### src/rtl/conv_scheduler_pkg.sv
// Shared types and default sizes for the convolution read scheduler.
package conv_scheduler_pkg;

  localparam int def_array_size    = 9;
  localparam int def_dim_data_size = 8;
  localparam int def_addr_size     = 20;

  typedef enum logic [2:0] {
    IDLE  = 3'd0,
    LOAD  = 3'd1,
    FEED  = 3'd2,
    DRAIN = 3'd3,
    DONE  = 3'd4
  } state_t;

endpackage

### src/rtl/conv_addr_gen.sv
// oh/ow/kr window iterator; addresses are built from running bases so no multiplier is needed.
module conv_addr_gen
  import conv_scheduler_pkg::*;
#(
  parameter int dim_data_size = def_dim_data_size,
  parameter int addr_size     = def_addr_size
) (
  input  logic                     clk,
  input  logic                     reset,
  input  logic                     init,
  input  logic                     advance,
  input  logic [addr_size-1:0]     base,
  input  logic [dim_data_size-1:0] w,
  input  logic [dim_data_size-1:0] kr_last,
  input  logic [dim_data_size-1:0] ow_last,
  input  logic [dim_data_size-1:0] oh_last,
  output logic [addr_size-1:0]     addr,
  output logic [dim_data_size-1:0] kr,
  output logic                     last
);

  logic [dim_data_size-1:0] ow, oh;
  // row_base = base + oh*W, col_base = row_base + ow, addr = col_base + kr*W
  logic [addr_size-1:0]     row_base, col_base;
  logic [addr_size-1:0]     w_ext;

  assign w_ext = addr_size'(w);
  assign last  = (kr == kr_last) && (ow == ow_last) && (oh == oh_last);

  always_ff @(posedge clk) begin
    if (!reset) begin
      kr       <= '0;
      ow       <= '0;
      oh       <= '0;
      row_base <= '0;
      col_base <= '0;
      addr     <= '0;
    end else if (init) begin
      kr       <= '0;
      ow       <= '0;
      oh       <= '0;
      row_base <= base;
      col_base <= base;
      addr     <= base;
    end else if (advance && !last) begin
      if (kr != kr_last) begin
        kr   <= kr + 1'b1;
        addr <= addr + w_ext;
      end else if (ow != ow_last) begin
        kr       <= '0;
        ow       <= ow + 1'b1;
        col_base <= col_base + 1'b1;
        addr     <= col_base + 1'b1;
      end else begin
        kr       <= '0;
        ow       <= '0;
        oh       <= oh + 1'b1;
        row_base <= row_base + w_ext;
        col_base <= row_base + w_ext;
        addr     <= row_base + w_ext;
      end
    end
  end

endmodule

### src/rtl/conv_scheduler.sv
// Job FSM for the systolic convolution: validates K/H/W, streams image reads, drains the array.
module conv_scheduler
  import conv_scheduler_pkg::*;
#(
  parameter int array_size    = def_array_size,
  parameter int dim_data_size = def_dim_data_size,
  parameter int addr_size     = def_addr_size
) (
  input  logic                     s_clk,
  input  logic                     reset,
  input  logic                     start,
  input  logic [dim_data_size-1:0] Weight_size,
  input  logic [dim_data_size-1:0] image_height,
  input  logic [dim_data_size-1:0] image_width,
  input  logic [addr_size-1:0]     initial_address,
  input  logic                     mem_ready,
  output logic [addr_size-1:0]     rd_addr,
  output logic                     rd_valid,
  output logic [dim_data_size-1:0] row_sel,
  output logic [array_size-1:0]    r_en,
  output logic                     busy,
  output logic                     done,
  output logic                     err,
  output logic [2:0]               fsm_state
);

  localparam logic [dim_data_size:0] array_size_w = (dim_data_size+1)'(array_size);
  localparam logic [dim_data_size:0] drain_base   = (dim_data_size+1)'(array_size - 2);

  state_t                   state, state_n;
  logic [dim_data_size-1:0] k_q, w_q, kr_last, ow_last, oh_last;
  logic [array_size-1:0]    mask_q, mask_in;
  logic [dim_data_size:0]   drain_cnt, drain_last;
  logic                     cfg_bad, advance, last;

  // Handshake: a read transfers on any rising edge where rd_valid && mem_ready;
  // rd_addr/row_sel stay fixed while rd_valid is high and mem_ready is low.
  assign advance    = rd_valid && mem_ready;
  assign drain_last = drain_base + {1'b0, k_q};
  assign fsm_state  = state;

  assign cfg_bad = (Weight_size == '0) || ({1'b0, Weight_size} > array_size_w) ||
                   (Weight_size > image_height) || (Weight_size > image_width);

  always_comb begin
    mask_in = '0;
    for (int i = 0; i < array_size; i++) mask_in[i] = (i < int'(Weight_size));
  end

  always_comb begin
    state_n = state;
    case (state)
      IDLE:  if (start) state_n = LOAD;
      LOAD:  state_n = cfg_bad ? DONE : FEED;
      FEED:  if (advance && last) state_n = DRAIN;
      DRAIN: if (drain_cnt == drain_last) state_n = DONE;
      DONE:  state_n = IDLE;
      default: state_n = IDLE;
    endcase
  end

  always_ff @(posedge s_clk) begin
    if (!reset) begin
      state     <= IDLE;
      rd_valid  <= 1'b0;
      busy      <= 1'b0;
      done      <= 1'b0;
      err       <= 1'b0;
      r_en      <= '0;
      k_q       <= '0;
      w_q       <= '0;
      kr_last   <= '0;
      ow_last   <= '0;
      oh_last   <= '0;
      mask_q    <= '0;
      drain_cnt <= '0;
    end else begin
      state    <= state_n;
      rd_valid <= (state_n == FEED);
      busy     <= (state_n != IDLE);
      done     <= (state_n == DONE);
      if ((state_n == FEED) || (state_n == DRAIN))
        r_en <= (state == LOAD) ? mask_in : mask_q;
      else
        r_en <= '0;
      // Configuration is captured only here, so it stays frozen for the whole job.
      if (state == LOAD) begin
        k_q     <= Weight_size;
        w_q     <= image_width;
        kr_last <= Weight_size - 1'b1;
        ow_last <= image_width - Weight_size;
        oh_last <= image_height - Weight_size;
        mask_q  <= mask_in;
      end
      if (state == IDLE && start) err <= 1'b0;
      if (state == LOAD && cfg_bad) err <= 1'b1;
      drain_cnt <= (state == DRAIN) ? drain_cnt + 1'b1 : '0;
    end
  end

  conv_addr_gen #(
    .dim_data_size(dim_data_size),
    .addr_size    (addr_size)
  ) u_addr_gen (
    .clk    (s_clk),
    .reset  (reset),
    .init   (state == LOAD),
    .advance(advance),
    .base   (initial_address),
    .w      (w_q),
    .kr_last(kr_last),
    .ow_last(ow_last),
    .oh_last(oh_last),
    .addr   (rd_addr),
    .kr     (row_sel),
    .last   (last)
  );

endmodule

### config.mk
export PLATFORM = sky130hd
export DESIGN_NAME = conv_scheduler
export DESIGN_NICKNAME = d
export VERILOG_FILES = /design/src/rtl/conv_scheduler_pkg.sv /design/src/rtl/conv_addr_gen.sv /design/src/rtl/conv_scheduler.sv
export SDC_FILE = /design/constraint.sdc
export NUM_CORES = 1
export LEC_CHECK = 0
export ABC_AREA = 1
export CELL_PAD_IN_SITES_DETAIL_PLACEMENT = 0
export CELL_PAD_IN_SITES_GLOBAL_PLACEMENT = 1
export CORE_ASPECT_RATIO = 0.5
export CORE_MARGIN = 1
export CORE_UTILIZATION = 45
export CTS_CLUSTER_DIAMETER = 30
export DETAILED_ROUTE_END_ITERATION = 8
export PLACE_DENSITY = 0.9
export RECOVER_POWER = 100
export SYNTH_ARGS = -nofsm -noshare
export SYNTH_HDL_FRONTEND = slang
export SYNTH_SLANG_ARGS = --single-unit
export TNS_END_PERCENT = 50
### constraint.sdc
create_clock -name s_clk -period 6 [get_ports s_clk]
set_clock_uncertainty 0.2 [all_clocks]
set_input_delay 0.9 -clock s_clk [delete_from_list [all_inputs] [get_ports s_clk]]
set_output_delay 0.9 -clock s_clk [all_outputs]
set_load 0.03 [all_outputs]
Word level (Yosys, flattened, before mapping)
Cells that the tools add are included.

word-level totals
  output and inout port bits = 44
  word-level logic and storage cells = 104
  bits of input ports = 48
  register bits = 158

cells by class
  add/sub/neg operators = 11
  equality and inequality tests = 14
  reduce and logical (&&, ||, !) cells = 24
  mux-type cells = 21
  bitwise gates (word level) = 3
  magnitude comparators = 12

operators with widths
  kind                     number
  $mux W20                 11
  $add A20 B8 Y20          2
  $lt A3 B8 Y1 const A     4
  $add A8 B1 Y8 const B    3
  $eq A8 B8 Y1             3
  $add A20 B1 Y20 const B  1
  $gt A8 B8 Y1             2
  $lt A1 B8 Y1 const A     2
  $lt A2 B8 Y1 const A     2
  $mux W8                  2
  $ne A8 B8 Y1             2
  $sub A8 B8 Y8            2
  $eq A3 B2 Y1 const B     4
  $mux W3                  4
  $pmux W3 S4              1
  $add A3 B8 Y9 const A    1
  $add A9 B1 Y9 const B    1
  $eq A9 B9 Y1             1
  $mux W9                  1
  $gt A8 B4 Y1 const B     1
  $logic_not A8 Y1         1
  $lt A4 B8 Y1 const A     1
  $reduce_and A2 Y1        4
  $sub A8 B1 Y8 const B    1
  13 further kinds         28

Depth between registers and ports, before layout
  depth in word-level cells = 9
  gate-level depth with buffers = 16
  depth with buffers taken out = 15

Hierarchy
A second synthesis with hierarchy kept.

second synthesis, totals
  cell total of the unflattened synthesis = 1682
  area, all modules = 10443.8 sq um

by module, submodules not included
  module          cells each  area each (sq um)  times used  seq. area each (sq um)
  conv_addr_gen   1175        6698.9             1           1681.6
  conv_scheduler  507         3744.8             1           1481.4

Worst setup path after synthesis
OpenSTA, ideal clock, no wires.

  path type = input port to flip-flop
  start = input image_width[0]
  end = register r_en[4]
  data arrival time = 2.438 ns
  setup time = 0.064 ns
  required time = 5.736 ns
  buffers on the path = 1
  stages on the path = 11
  setup slack = 3.298 ns
  cell sequence = inv_1 -> ha_1 -> fa_1 -> o21ai_0 -> nand2_1 -> o211ai_1 -> nand4_1 -> nand3_1 -> nand2_1 -> buf_2 -> nor2_1

between the ends
  cells in the longest elaborated chain, start to end = 7
  elaborated cells on any way between the ends = 8
  those cells by class = order compare (1); eq/ne (2); mux (2); reduce/logical (3)

RTL lines
  element                          line                  RTL
  start: declaration               conv_scheduler.sv:14  input logic [dim_data_size-1:0] image_width,
  $gt A8 B8 Y1 (*)                 conv_scheduler.sv:43  (Weight_size > image_height) || (Weight_size > image_width);
  $logic_or A1 B1 Y1 (*)           conv_scheduler.sv:43
  $mux W3 (*)                      conv_scheduler.sv:54  LOAD: state_n = cfg_bad ? DONE : FEED;
  $pmux W3 S4 (*)                  conv_scheduler.sv:52  case (state)
  $eq A3 B2 Y1                     conv_scheduler.sv:82  if ((state_n == FEED) || (state_n == DRAIN))
  $logic_or A1 B1 Y1 (*)           conv_scheduler.sv:82
  $reduce_and A2 Y1 (no line) (*)  n/a
  end signal: assignment           conv_scheduler.sv:83  r_en <= (state == LOAD) ? mask_in : mask_q;
  end: declaration                 conv_scheduler.sv:20  output logic [array_size-1:0] r_en,

Mark *: on every way between the ends. The rest lies on a longest branch, timed or not.
A chain may end at the register's enable or synchronous reset.

==> results.cfg <==
[yosys]
synthFlopType = dfxtp_1
synth_area_um2 = 10100
synth_edf_count = 0
yosysWarningCount = 0
synthArstFlopShare = 0
synth_seq_area_share = 0.313
syn_avg_cell_area_um2 = 6.44
syn-num-nets = 1661
yosysUniqueCellTypes = 54
yosys_register_bits = 158
syn_inst = 1567

[grt]
grt_pass1_vias = 9534
track_usage = 0.285
overflow = 0
grt_pass1_wl_mm = 50.2
grt_max_degree = 64
antenna_found_initial = 1

[routing]
drtPass1Iterations = 5
vias = 10366
wl_per_cell_um = 16.2
ant_nets = 0
vias_per_cell = 5.30
detail_route.iter0.violations = 861
route.detailed.drc = 0
wl_mm = 31.8

[placed_design]
io_buffers = 91
dp_hpwl_mm = 23.6
gp_congestion = 0.918
dp.cells = 1924
dp_slack_ps = 2260
place_area_um2 = 11200

[clock_network]
cts-buffers-inserted = 17
ctsRootBufferMaster = clkbuf_16
cts_tree = yes
holdBufCountCts = 0
cts_max_level = 4
cts-resized-gates = 0
cts_sinks = 158
clk_latency_ps = 440
postCtsSetupRepairBufs = 0
clk_pin_slew_worst_paths_ps = 60
clockBufferDepth = 2

[timing]
fin_crit_ps = 4350
setup_slack_ps = 1650
post-route-period-util = 0.725
whs_ps = 264
slew_headroom = -0.206
hold_viol = 0
drv_slew = 74
worst_slew_pin_slew_ps = 1810
fmax_mhz = 230
rsz0062_at_grt = false
fin_setup_tns_ps = 0
setup_viol = 0

[setup_path]
reg2reg_to = u_addr_gen.col_base[17]$_SDFFE_PN0P_
crit_chain = clkbuf_1, clkbuf_1, clkinv_1, buf_4, nor2_2, inv_1, o21ai_0
max_stage_delay_ps = 1360
crit_slowest_cell = clkbuf_1
crit_arrival_ps = 4520
ff2ff_setup_slack_ps = 1820
start_kind = input pin
end_kind = flop
r2r_start = u_addr_gen.ow[2]$_SDFFE_PP0P_
cp_max_fo = 38
r2r_cells = 14
required_ps = 6160
cpMostUsedCell = clkbuf_1
critPathKind = in2reg

[layout]
fin_area_um2 = 11800
final_util = 0.541
fin_nets = 1737
area_growth_pct = 17.0
layout-drive-gt1-share = 0.0380
final_cells = 1957

[floorplanning]
die_y_um = 108
dieArea_um2 = 23100
core_um2 = 21800
io_pins = 92
row_count = 38
die_w_um = 214
start_util = 0.463

[pwr]
power_leakage_nw = 5.53
p_per_area_nw_per_um2 = 251
power_mw = 2.96
irDropWorstVdd_uv = 156

[outcome]
violations = capacitance limit, slew limit
status = finished, violations left

[flow_run]
maxCapViolCount = 2

[min_path]
min_to = u_addr_gen.row_base[3]$_SDFFE_PN0P_
hold_path_startpoint = u_addr_gen.row_base[3]$_SDFFE_PN0P_
hold_class = reg2reg
hold_depth = 2
-- synth_stat cells, types with 4 or more instances --
master | count | area share
or2_2 | 8 | 0.0050
nand3_1 | 135 | 0.067
xor2_1 | 30 | 0.026
buf_2 | 8 | 0.0040
nand2_2 | 4 | 0.0025
a211oi_1 | 5 | 0.0037
or2_0 | 4 | 0.0025
and2_1 | 4 | 0.0025
a22o_1 | 6 | 0.0052
fa_1 | 4 | 0.0079
nor3_1 | 29 | 0.014
nand4_1 | 29 | 0.018
inv_1 | 199 | 0.074
dfxtp_1 | 158 | 0.31
a21boi_0 | 5 | 0.0037
a21oi_1 | 78 | 0.039
nor3b_1 | 4 | 0.0030
ha_1 | 42 | 0.052
inv_2 | 10 | 0.0037
nand2_1 | 451 | 0.17
o21bai_1 | 4 | 0.0030
nand2_4 | 4 | 0.0045
nor2_1 | 142 | 0.053
xnor2_1 | 10 | 0.0087
o22ai_1 | 17 | 0.011
clkbuf_1 | 24 | 0.0089
nand3b_1 | 9 | 0.0067
buf_6 | 6 | 0.0067
o21ai_1 | 10 | 0.0050
o21ai_0 | 87 | 0.043
-- worst max-delay path by stage --
stage                                             start                                    to  slack [ps]
after global placement                   Weight_size[0]                   rd_valid$_SDFF_PN0_        2400
after CTS                 u_addr_gen.ow[2]$_SDFFE_PP0P_  u_addr_gen.row_base[12]$_SDFFE_PN0P_        2700
final                                             reset  u_addr_gen.row_base[19]$_SDFFE_PN0P_        1650
after floorplan                          image_width[0]                    r_en[4]$_SDFF_PN0_        3300
after detailed placement                 Weight_size[0]                    r_en[7]$_SDFF_PN0_        2260
after global routing                              reset  u_addr_gen.row_base[12]$_SDFFE_PN0P_        1260
-- where the power goes --
part / switching [mW] / internal, mW / leakage, nW
clock network: 0.471 / 0.735 / 0.319
registers: 0.0469 / 1.10 / 1.28
logic: 0.399 / 0.206 / 3.93
-- layer usage --
layer	vias to the layer above	part of all wire	global-route usage
met1	4771	0.47	0.381
met2	304	0.45	0.464
met4	0	0.026	0.103
met5	-	0	0
li1	5236	-	-
met3	55	0.053	0.0493
-- layout by cell type (no fill, tap or decap), drive strengths merged, types with 5 or more instances in the layout --
master         netlist  final
nor3                30     30
inv                210    213
nand3b               9      9
ha                  42     42
clkdlybuf4s50        0     44
nand4               30     30
xor2                30     30
dfxtp              158    158
or2                 12     12
buf                 18      5
a211oi               5      5
nand3              136    136
clkbuf              24     25
xnor2               10     10
dlygate4sd3          0     46
nand2              459    459
clkinv               1      5
a21boi               5      5
o21ai               99     99
a21oi               80     80
a22o                 6      6
nor2               147    147
o22ai               17     17
-- state kept, by name, summed over array words and instances (netlist names) --
register,count
kr_last,8
err,1
u_addr_gen.addr,20
w_q,8
drain_cnt,9
busy,1
r_en,9
oh_last,8
u_addr_gen.oh,8
rd_valid,1
u_addr_gen.ow,8
u_addr_gen.row_base,20
ow_last,8
k_q,8
done,1
u_addr_gen.kr,8
fsm_state,3
mask_q,9
u_addr_gen.col_base,20
-- layout make-up --
class                      instances  area [um^2]
timing repair buffer              99          953
antenna                            1         2.50
tap                              300          375
multi-input combinational       1156         5870
clock buffer                      21          470
fill                            2175        10000
sequential                       158         3160
inverter                         211          795
clock inverter                    11          178
-- worst max-delay path: cells and delay by family --
family,cells,cell delay (ps)
simple gates,1,500
buf+inv,5,2840
compound gates,1,250
-- cells by family (layout without fill, tap and decap cells) --
kind of cell	Yosys count	in the layout	share of synthesized area
AND/OR/NAND/NOR	836	836	0.360
buffers and inverters	253	342	0.100
AO/OA/AOI/OAI	232	232	0.129
flip-flops	158	158	0.313
adder cells (fa/ha/maj)	46	46	0.0600
XOR/XNOR	41	41	0.0369
multiplexers	1	1	0.000992
other	0	1	0
Note: power is estimated with default switching activity, not from simulation.
